==> config.mk <==
export PLATFORM = sky130hd
export DESIGN_NAME = fp_mul_arbiter
export DESIGN_NICKNAME = d
export VERILOG_FILES = /design/src/rtl/fp_mul_arbiter.sv
export SDC_FILE = /design/constraint.sdc
export NUM_CORES = 2
export LEC_CHECK = 0
export CAP_MARGIN = 20
export CORE_ASPECT_RATIO = 0.6
export CORE_MARGIN = 10
export CORE_UTILIZATION = 40
export DETAILED_ROUTE_END_ITERATION = 10
export GPL_ROUTABILITY_DRIVEN = 0
export GPL_TIMING_DRIVEN = 0
export MAX_ROUTING_LAYER = met4
export PLACE_DENSITY_LB_ADDON = 0.08
export SYNTH_ARGS = -nofsm -noshare
export SYNTH_HDL_FRONTEND = slang
export SYNTH_SLANG_ARGS = --single-unit
==> constraint.sdc <==
create_clock -name i_clk -period 16.32 [get_ports i_clk]
set_clock_uncertainty 0.15 [all_clocks]
set_input_delay 3.264 -clock i_clk [delete_from_list [all_inputs] [get_ports i_clk]]
set_output_delay 3.264 -clock i_clk [all_outputs]
set_load 0.02 [all_outputs]
==> src/rtl/fp_mul_arbiter.sv <==
// Round-robin sharing of one single-precision multiplier among NREQ valid/ready
// requesters; operands and results are registered, completions are counted.

module Multiplication (
    input  logic [31:0] i_a,
    input  logic [31:0] i_b,
    output logic        o_exception,
    output logic        o_overflow,
    output logic        o_underflow,
    output logic [31:0] o_result
);
    logic        w_sign;
    logic        w_norm;
    logic        w_zero;
    logic [23:0] w_man_a;
    logic [23:0] w_man_b;
    logic [47:0] w_prod;
    logic [8:0]  w_exp_sum;
    logic [8:0]  w_exp;
    logic [22:0] w_man;

    assign w_sign      = i_a[31] ^ i_b[31];
    assign o_exception = (&i_a[30:23]) | (&i_b[30:23]);
    assign w_man_a     = {|i_a[30:23], i_a[22:0]};
    assign w_man_b     = {|i_b[30:23], i_b[22:0]};
    assign w_prod      = {24'd0, w_man_a} * {24'd0, w_man_b};
    assign w_norm      = w_prod[47];
    // Mantissa is truncated, no rounding.
    assign w_man       = w_norm ? w_prod[46:24] : w_prod[45:23];
    assign w_zero      = ~|w_prod;
    assign w_exp_sum   = {1'b0, i_a[30:23]} + {1'b0, i_b[30:23]};
    assign w_exp       = w_exp_sum - 9'd127 + {8'd0, w_norm};
    assign o_overflow  = w_exp[8] & ~w_exp[7] & ~w_zero;
    assign o_underflow = w_exp[8] &  w_exp[7] & ~w_zero;

    always_comb begin
        o_result = {w_sign, w_exp[7:0], w_man};
        if (o_exception) begin
            o_result = 32'd0;
        end else if (w_zero || o_underflow) begin
            o_result = {w_sign, 31'd0};
        end else if (o_overflow) begin
            o_result = {w_sign, 8'hFF, 23'd0};
        end
    end
endmodule

// state  | meaning
// S_IDLE | waiting for a request; grant searched from r_ptr upward
// S_CALC | multiplier evaluating r_a/r_b; result captured at end of cycle
// S_RESP | response held on rsp_* until i_rsp_ready
module fp_mul_arbiter #(
    parameter int NREQ = 4,
    parameter int CNTW = 16
) (
    input  logic                 i_clk,
    input  logic                 i_reset,
    input  logic [NREQ-1:0]      i_req_valid,
    input  logic [32*NREQ-1:0]   i_req_a,
    input  logic [32*NREQ-1:0]   i_req_b,
    output logic [NREQ-1:0]      o_req_ready,
    output logic                 o_rsp_valid,
    output logic [NREQ-1:0]      o_rsp_id,
    input  logic                 i_rsp_ready,
    output logic [31:0]          o_rsp_result,
    output logic                 o_rsp_exception,
    output logic                 o_rsp_overflow,
    output logic                 o_rsp_underflow,
    output logic                 o_busy,
    output logic [CNTW-1:0]      o_op_count
);
    localparam int PW = $clog2(NREQ);

    typedef enum logic [1:0] {S_IDLE, S_CALC, S_RESP} state_t;

    state_t          r_state;
    state_t          w_state_nx;
    logic [PW-1:0]   r_ptr;
    logic [PW-1:0]   w_gidx;
    logic [NREQ-1:0] w_grant;
    logic            w_found;
    logic [31:0]     w_sel_a;
    logic [31:0]     w_sel_b;
    logic            w_accept;
    logic            w_rsp_done;
    logic [31:0]     r_a;
    logic [31:0]     r_b;
    logic [NREQ-1:0] r_id;
    logic            r_rsp_valid;
    logic [NREQ-1:0] r_rsp_id;
    logic [31:0]     r_rsp_result;
    logic            r_rsp_exception;
    logic            r_rsp_overflow;
    logic            r_rsp_underflow;
    logic [CNTW-1:0] r_op_count;
    logic [31:0]     w_mul_result;
    logic            w_mul_exception;
    logic            w_mul_overflow;
    logic            w_mul_underflow;

    Multiplication u_mul (
        .i_a         (r_a),
        .i_b         (r_b),
        .o_exception (w_mul_exception),
        .o_overflow  (w_mul_overflow),
        .o_underflow (w_mul_underflow),
        .o_result    (w_mul_result)
    );

    // Two passes: indices at or above r_ptr first, then the wrapped-around ones.
    always_comb begin
        w_grant = '0;
        w_gidx  = '0;
        w_found = 1'b0;
        w_sel_a = '0;
        w_sel_b = '0;
        for (int i = 0; i < NREQ; i++) begin
            if (!w_found && i_req_valid[i] && (i >= int'(r_ptr))) begin
                w_found    = 1'b1;
                w_grant[i] = 1'b1;
                w_gidx     = PW'(i);
                w_sel_a    = i_req_a[32*i +: 32];
                w_sel_b    = i_req_b[32*i +: 32];
            end
        end
        for (int i = 0; i < NREQ; i++) begin
            if (!w_found && i_req_valid[i]) begin
                w_found    = 1'b1;
                w_grant[i] = 1'b1;
                w_gidx     = PW'(i);
                w_sel_a    = i_req_a[32*i +: 32];
                w_sel_b    = i_req_b[32*i +: 32];
            end
        end
    end

    always_ff @(posedge i_clk or posedge i_reset) begin
        if (i_reset) begin
            r_state <= S_IDLE;
        end else begin
            r_state <= w_state_nx;
        end
    end

    always_comb begin
        w_state_nx  = r_state;
        o_req_ready = '0;
        w_accept    = 1'b0;
        w_rsp_done  = 1'b0;
        case (r_state)
            S_IDLE: begin
                // Grant is masked while reset is held so every output reads zero.
                o_req_ready = i_reset ? '0 : w_grant;
                if (w_found) begin
                    w_accept   = 1'b1;
                    w_state_nx = S_CALC;
                end
            end
            S_CALC: begin
                w_state_nx = S_RESP;
            end
            S_RESP: begin
                if (i_rsp_ready) begin
                    w_rsp_done = 1'b1;
                    w_state_nx = S_IDLE;
                end
            end
            default: begin
                w_state_nx = S_IDLE;
            end
        endcase
    end

    always_ff @(posedge i_clk or posedge i_reset) begin
        if (i_reset) begin
            r_ptr           <= '0;
            r_a             <= '0;
            r_b             <= '0;
            r_id            <= '0;
            r_rsp_valid     <= 1'b0;
            r_rsp_id        <= '0;
            r_rsp_result    <= '0;
            r_rsp_exception <= 1'b0;
            r_rsp_overflow  <= 1'b0;
            r_rsp_underflow <= 1'b0;
            r_op_count      <= '0;
        end else begin
            if (w_accept) begin
                r_a   <= w_sel_a;
                r_b   <= w_sel_b;
                r_id  <= w_grant;
                r_ptr <= (w_gidx == PW'(NREQ - 1)) ? '0 : w_gidx + PW'(1);
            end
            if (r_state == S_CALC) begin
                r_rsp_valid     <= 1'b1;
                r_rsp_id        <= r_id;
                r_rsp_result    <= w_mul_result;
                r_rsp_exception <= w_mul_exception;
                r_rsp_overflow  <= w_mul_overflow;
                r_rsp_underflow <= w_mul_underflow;
            end
            if (w_rsp_done) begin
                r_rsp_valid <= 1'b0;
                r_op_count  <= r_op_count + CNTW'(1);
            end
        end
    end

    assign o_busy          = (r_state != S_IDLE);
    assign o_rsp_valid     = r_rsp_valid;
    assign o_rsp_id        = r_rsp_id;
    assign o_rsp_result    = r_rsp_result;
    assign o_rsp_exception = r_rsp_exception;
    assign o_rsp_overflow  = r_rsp_overflow;
    assign o_rsp_underflow = r_rsp_underflow;
    assign o_op_count      = r_op_count;
endmodule

After elaboration in Yosys (flattened, before gate mapping)
Cells that the tools add are included.
- $add $sub $neg: 5
- $mul: 1
- div/mod/pow operators: 0
- order comparisons: 3
- equal/unequal tests: 5
- shift operators: 0
- multiplexer cells: 54
- bitwise gates (word level): 7
- reductions and logical operators: 28
- operator list (cell ; count):
    32-bit two-way mux ; 17
    31-bit two-way mux ; 2
    24-bit by 24-bit multiplier with 48-bit output ; 1
    48-bit OR reduction ; 1
    23-bit two-way mux ; 1
    1-bit two-way mux ; 22
    2-bit two-way mux ; 9
    16-bit by 1-bit adder with 16-bit output, second input constant ; 1
    8-bit AND reduction ; 2
    8-bit OR reduction ; 2
    1-bit logical AND ; 10
    8-bit by 8-bit adder with 9-bit output ; 1
    9-bit by 1-bit adder with 9-bit output ; 1
    9-bit by 7-bit subtractor with 9-bit output, second input constant ; 1
    1-bit zero test ; 8
    4-bit two-way mux ; 2
    2-bit case mux with 3 select lines ; 1
    1-bit bitwise AND ; 4
    2-bit == test, second input constant ; 2
    1-bit by 2-bit >= comparator with 1-bit output, first input constant ; 2
    2-bit != test, second input constant ; 2
    2-bit nonzero test ; 2
    2-bit by 1-bit adder with 2-bit output, second input constant ; 1
    2-bit by 1-bit == test with 1-bit output, second input constant ; 1
    other kinds (7) ; 7
- flip-flop bits (word level): 128
- bits in latches: 0
- bits in writable memories: 0
- bits in read-only memories: 0
- input port bits: 263
- output and inout port bits: 61
- word-level logic and storage cells: 115
- memories: 0

Logic depth before layout (Yosys ltp)
- word-level depth: 28
- gate-level depth with buffers: 42
- mapped depth without buffers: 37

Modules after synthesis
A second synthesis with hierarchy kept.
- cells, all modules: 3364
- area total of the unflattened synthesis: 28763.8 sq um
- modules (own cells, without submodules) (module ; times used ; cells each ; area an instance (sq um) ; seq. area each (sq um)):
    Multiplication ; 1 ; 2387 ; 20085.5 ; 0.0
    fp_mul_arbiter ; 1 ; 977 ; 8678.3 ; 3203.1

Least setup slack after synthesis
Ideal clock, no wire load.
- kind: register to register
- start: register r_b[3]
- end: register r_rsp_result[24], in the netlist o_rsp_result[24]
- library setup time: 0.122 ns
- data arrival time: 9.122 ns
- data required time: 16.048 ns
- slack: 6.926 ns
- cell stages (with the launch flop): 42
- buffers on the path: 6
- clock period less this slack: 9.394 ns
- path through: dfrtp_1 -> clkbuf_1 -> clkbuf_1 -> nand2_1 -> fa_1 -> inv_1 -> fa_1 -> fa_1 -> inv_1 -> fa_1 -> inv_1 -> fa_1 -> inv_1 -> fa_1 -> inv_1 -> fa_1 -> ha_1 -> buf_6 -> [6 not listed] -> o31ai_1 -> buf_2 -> buf_2 -> ha_1 -> inv_1 -> ha_1 -> fa_1 -> a21oi_1 -> nor2_1 -> nor2_1 -> o21bai_1 -> a21oi_1 -> o21ai_0 -> xor2_1 -> nand2b_1 -> clkbuf_1 -> or2b_1 -> a32o_1
- cells in the longest elaborated chain, start to end: 8
- RTL lines (item ; RTL line ; text):
    start: declaration ; 87 ; logic [31:0] r_b;
    start signal: assignment ; 190 ; r_b <= w_sel_b;
    24-bit by 24-bit multiplier with 48-bit output * ; 26 ; assign w_prod = {24'd0, w_man_a} * {24'd0, w_man_b};
    9-bit by 1-bit adder with 9-bit output ; 32 ; assign w_exp = w_exp_sum - 9'd127 + {8'd0, w_norm};
    1-bit inverter ; 33 ; assign o_overflow = w_exp[8] & ~w_exp[7] & ~w_zero;
    1-bit bitwise AND (2 in series) ; 33 ;
    31-bit two-way mux ; 42 ; end else if (o_overflow) begin
    31-bit two-way mux * ; 40 ; end else if (w_zero || o_underflow) begin
    32-bit two-way mux * ; 38 ; if (o_exception) begin
    end signal: assignment ; 197 ; r_rsp_result <= w_mul_result;
    end: declaration ; 91 ; logic [31:0] r_rsp_result;
Mark *: on every way between the ends. The rest lies on a longest branch, timed or not.
A chain may end at the register's enable or synchronous reset.

Worst setup path after layout
- start: register r_a[26]
- end: register r_rsp_result[13], in the netlist o_rsp_result[13]
- cells in the longest elaborated chain, start to end: 9
- RTL lines (item ; RTL line ; text):
    start: declaration ; 86 ; logic [31:0] r_a;
    start signal: assignment ; 189 ; r_a <= w_sel_a;
    8-bit OR reduction / 8-bit by 8-bit adder with 9-bit output (equally long branches) ; 24, 31 ;
    24-bit by 24-bit multiplier with 48-bit output / 9-bit by 7-bit subtractor with 9-bit output (equally long branches) ; 26, 32 ;
    9-bit by 1-bit adder with 9-bit output ; 32 ;
    1-bit inverter ; 33 ;
    1-bit bitwise AND (2 in series) ; 33 ;
    31-bit two-way mux ; 42 ;
    31-bit two-way mux ; 40 ;
    32-bit two-way mux * ; 38 ;
Marked as above.

==> summary.md <==
| Metric | Value |
|---|---|
| Final Cycle Share | 0.737 |
| Post-CTS sizing | 0 |
| Post-Syn Instances | between 3,000 and 4,000 |
| Maxcap violations | 0 |
| Slew HR | 0.233 |
| Mapped Nets | around 4,000 |
| Ys flop type | dfrtp_1 |
| Cell variety after synth | between 80 and 90 |
| Initial Util | 0.403 |
| Area grow syn2layout | 18.4% |
| Worst-Margin Slew | between 1 and 1.5 ns |
| Hold Worst Slack | approximately 0.33 ns |
| Worst Reg-to-Reg Cells | 38 |
| Final Critical Period | around 12 ns |
| TritonCTS clock tree | done |
| Most used cell, CP | fa_1 |
| RSZ-0062 raised after global routing | false |
| Routed WL per cell | between 20 and 30 um |
| Yosys Warn Count | 0 |
| Initial DRC Count | between 3,000 and 4,000 |
| Row count | 74 |
| Final setup viols | 0 |
| IO buf count | 323 |
| Vias | 25,900 |
| Hold buffers post-CTS | 0 |
| Clock Path Buffers | 2 |
| Average cell area after synthesis | ~8.6 um^2 |
| DIE HEIGHT | roughly 220 um |
| Post-Syn Area | about 27,000 um^2 |
| Pre-antenna DRT Iters | 9 |
| DP HPWL | approximately 100 mm |
| Pin count of the biggest net entering global routing | between 70 and 80 |
| Seq/Total Area, Yosys | 0.117 |
| First-pass GRT wire length | approximately 180 mm |
| Post-synth EDFFs | 0 |
| Die width | roughly 360 um |
| R2r setup slk | around 4.3 ns |
| Sequential cell area | about 3200 um^2 |
| Crit path max fanout | 10 |
| DRC | 0 |
| Die ar. | about 80,000 um^2 |
| TritonCTS Buffers | 17 |
| Core area | between 60,000 and 70,000 um^2 |
| Vias/cell | 5.82 |
| Highest clock rate | about 83 MHz |
| Skew-Pair Late Insertion Delay | 0.45 ns |
| # nets final | 4,449 |
| Layout cells sized above 1 | 0.0233 |
| Crit-path slowest cell | clkbuf_1 |
| Filler Cell Count | about 6,600 |
| Clock-pin slew on the worst setup and hold paths | 0.07 ns |
| Gr ovfl total | 0 |
| Req. time, crit path | around 16 ns |
| CTS H-tree depth | 4 |
| CP Launch Type | flop |
| Post-CTS Setup Repair Bufs | 0 |
| Clk sink count | 128 |
| Fin Setup TNS | 0 ns |
| Slew Limit Fails | 0 |
| Final wirelength | 122 mm |
| R2R Path Start | r_a[26] |
| Remaining antenna violation count | 0 |
| Number of global-route vias before repair | 26,300 |
| Status | finished clean |
| Area of the multi-input gates | ~21,000 um^2 |
| Critical Path AT | ~12 ns |
| FF-to-FF End | o_rsp_result[13] |
| Worst setup startpoint | r_a[26] |
| FFs w/ async S/R, synth | 1.00 |
| #FFs+latches synth | 128 |
| Final Hold Vio Count | 0 |
| CP endpoint kind | flop |
| CP max stage delay | 0.75 ns |
| Initial antenna violation count | 16 |
| Io pins | about 320 |
| Clock root buffer | clkbuf_16 |
| Worst setup path end | o_rsp_result[13] |
| Total global-route track usage | 0.312 |
| Worst setup path class | reg2reg |
| HP Class | reg2reg |
-- registers in the layout (all words and copies together) (netlist names), 2 cells and up --
signal,flops
o_op_count,16
o_rsp_result,32
r_state,2
r_a,32
r_b,32
o_rsp_id,4
r_id,4
r_ptr,2
-- critical path, delay by kind of cell (launching register included) --
| kind | cells | cell delay [ns] |
|---|---|---|
| buffers and inverters | 9 | 2.10 |
| xor gates and xnor gates | 1 | 0.44 |
| adders and majority gates | 11 | 4.89 |
| AOI/OAI and AO/OA | 11 | 2.31 |
| and+or+nand+nor | 6 | 1.33 |
| DFF | 1 | 0.61 |
-- layout by cell type, fill, tap and decap left out, types with 35 or more instances in the layout --
cell / instances
inv_1: 540
nand2_1: 533
fa_1: 483
clkdlybuf4s50_1: 323
and2_1: 220
ha_1: 191
clkbuf_1: 185
nor2_1: 148
dfrtp_1: 128
a21oi_1: 79
o21ai_0: 78
a221oi_1: 75
a31oi_1: 54
o221ai_1: 52
a221o_1: 51
xnor2_1: 35
-- per-stage QoR --
step	instance area, um^2	std cells	setup WS, ns	utilization
after global routing	32500	4448	3.68	0.478
after detailed placement	31800	4405	4.47	0.468
after CTS	32400	4437	4.41	0.477
final	32500	4448	4.29	0.478
after floorplan	27400	3169	6.93	-
after global placement	31800	4404	4.56	0.468
-- kinds of logic after synthesis --
family,share of synthesized area
mux,0.00767
compound gates,0.137
buf+inv,0.107
xor+xnor,0.0185
flops,0.117
simple gates,0.173
fa+ha+maj,0.440
-- worst min path at each step --
| stage | from | to | slack [ns] | cells past startpoint |
|---|---|---|---|---|
| after floorplan | r_id[0] | o_rsp_id[0] | 0.29 | 2 |
| after global placement | r_id[1] | o_rsp_id[1] | 0.31 | 2 |
| after detailed placement | r_id[1] | o_rsp_id[1] | 0.32 | 2 |
| after CTS | r_id[1] | o_rsp_id[1] | 0.33 | 2 |
| after global routing | o_op_count[15] | o_op_count[15] | 0.35 | 1 |
| final | r_id[1] | o_rsp_id[1] | 0.33 | 2 |
-- per-layer routing --
metal  vias to the layer above  share of wire  track usage
met4                         0          0.020       0.0570
met2                      1733           0.38        0.395
met1                     13100           0.44        0.444
li1                      10900              -            -
met3                       185           0.16        0.147
met5                         -              0            -
-- area by class of cell --
cell class	count	share of cell area
Antenna cell	11	0.000848
Buffer	216	0.0276
Clock buffer	19	0.0136
Clock inverter	13	0.00536
Inverter	542	0.0628
Multi-Input combinational cell	2283	0.655
Sequential cell	128	0.0987
Tap cell	912	0.0352
Timing Repair Buffer	324	0.100
-- Yosys cell counts, types with 54 or more instances --
cell	number	area, um^2
a21oi_1	79	395
a221oi_1	75	657
a31oi_1	54	338
o21ai_0	78	390
fa_1	483	9670
inv_1	541	2030
dfrtp_1	128	3200
nor2_1	148	556
ha_1	191	2390
nand2_1	533	2000
clkbuf_1	184	691
and2_1	220	1380
Power is left out: the tool's default activity adds up to more than one toggle a clock period on the data nets, which glitch-free logic cannot reach.
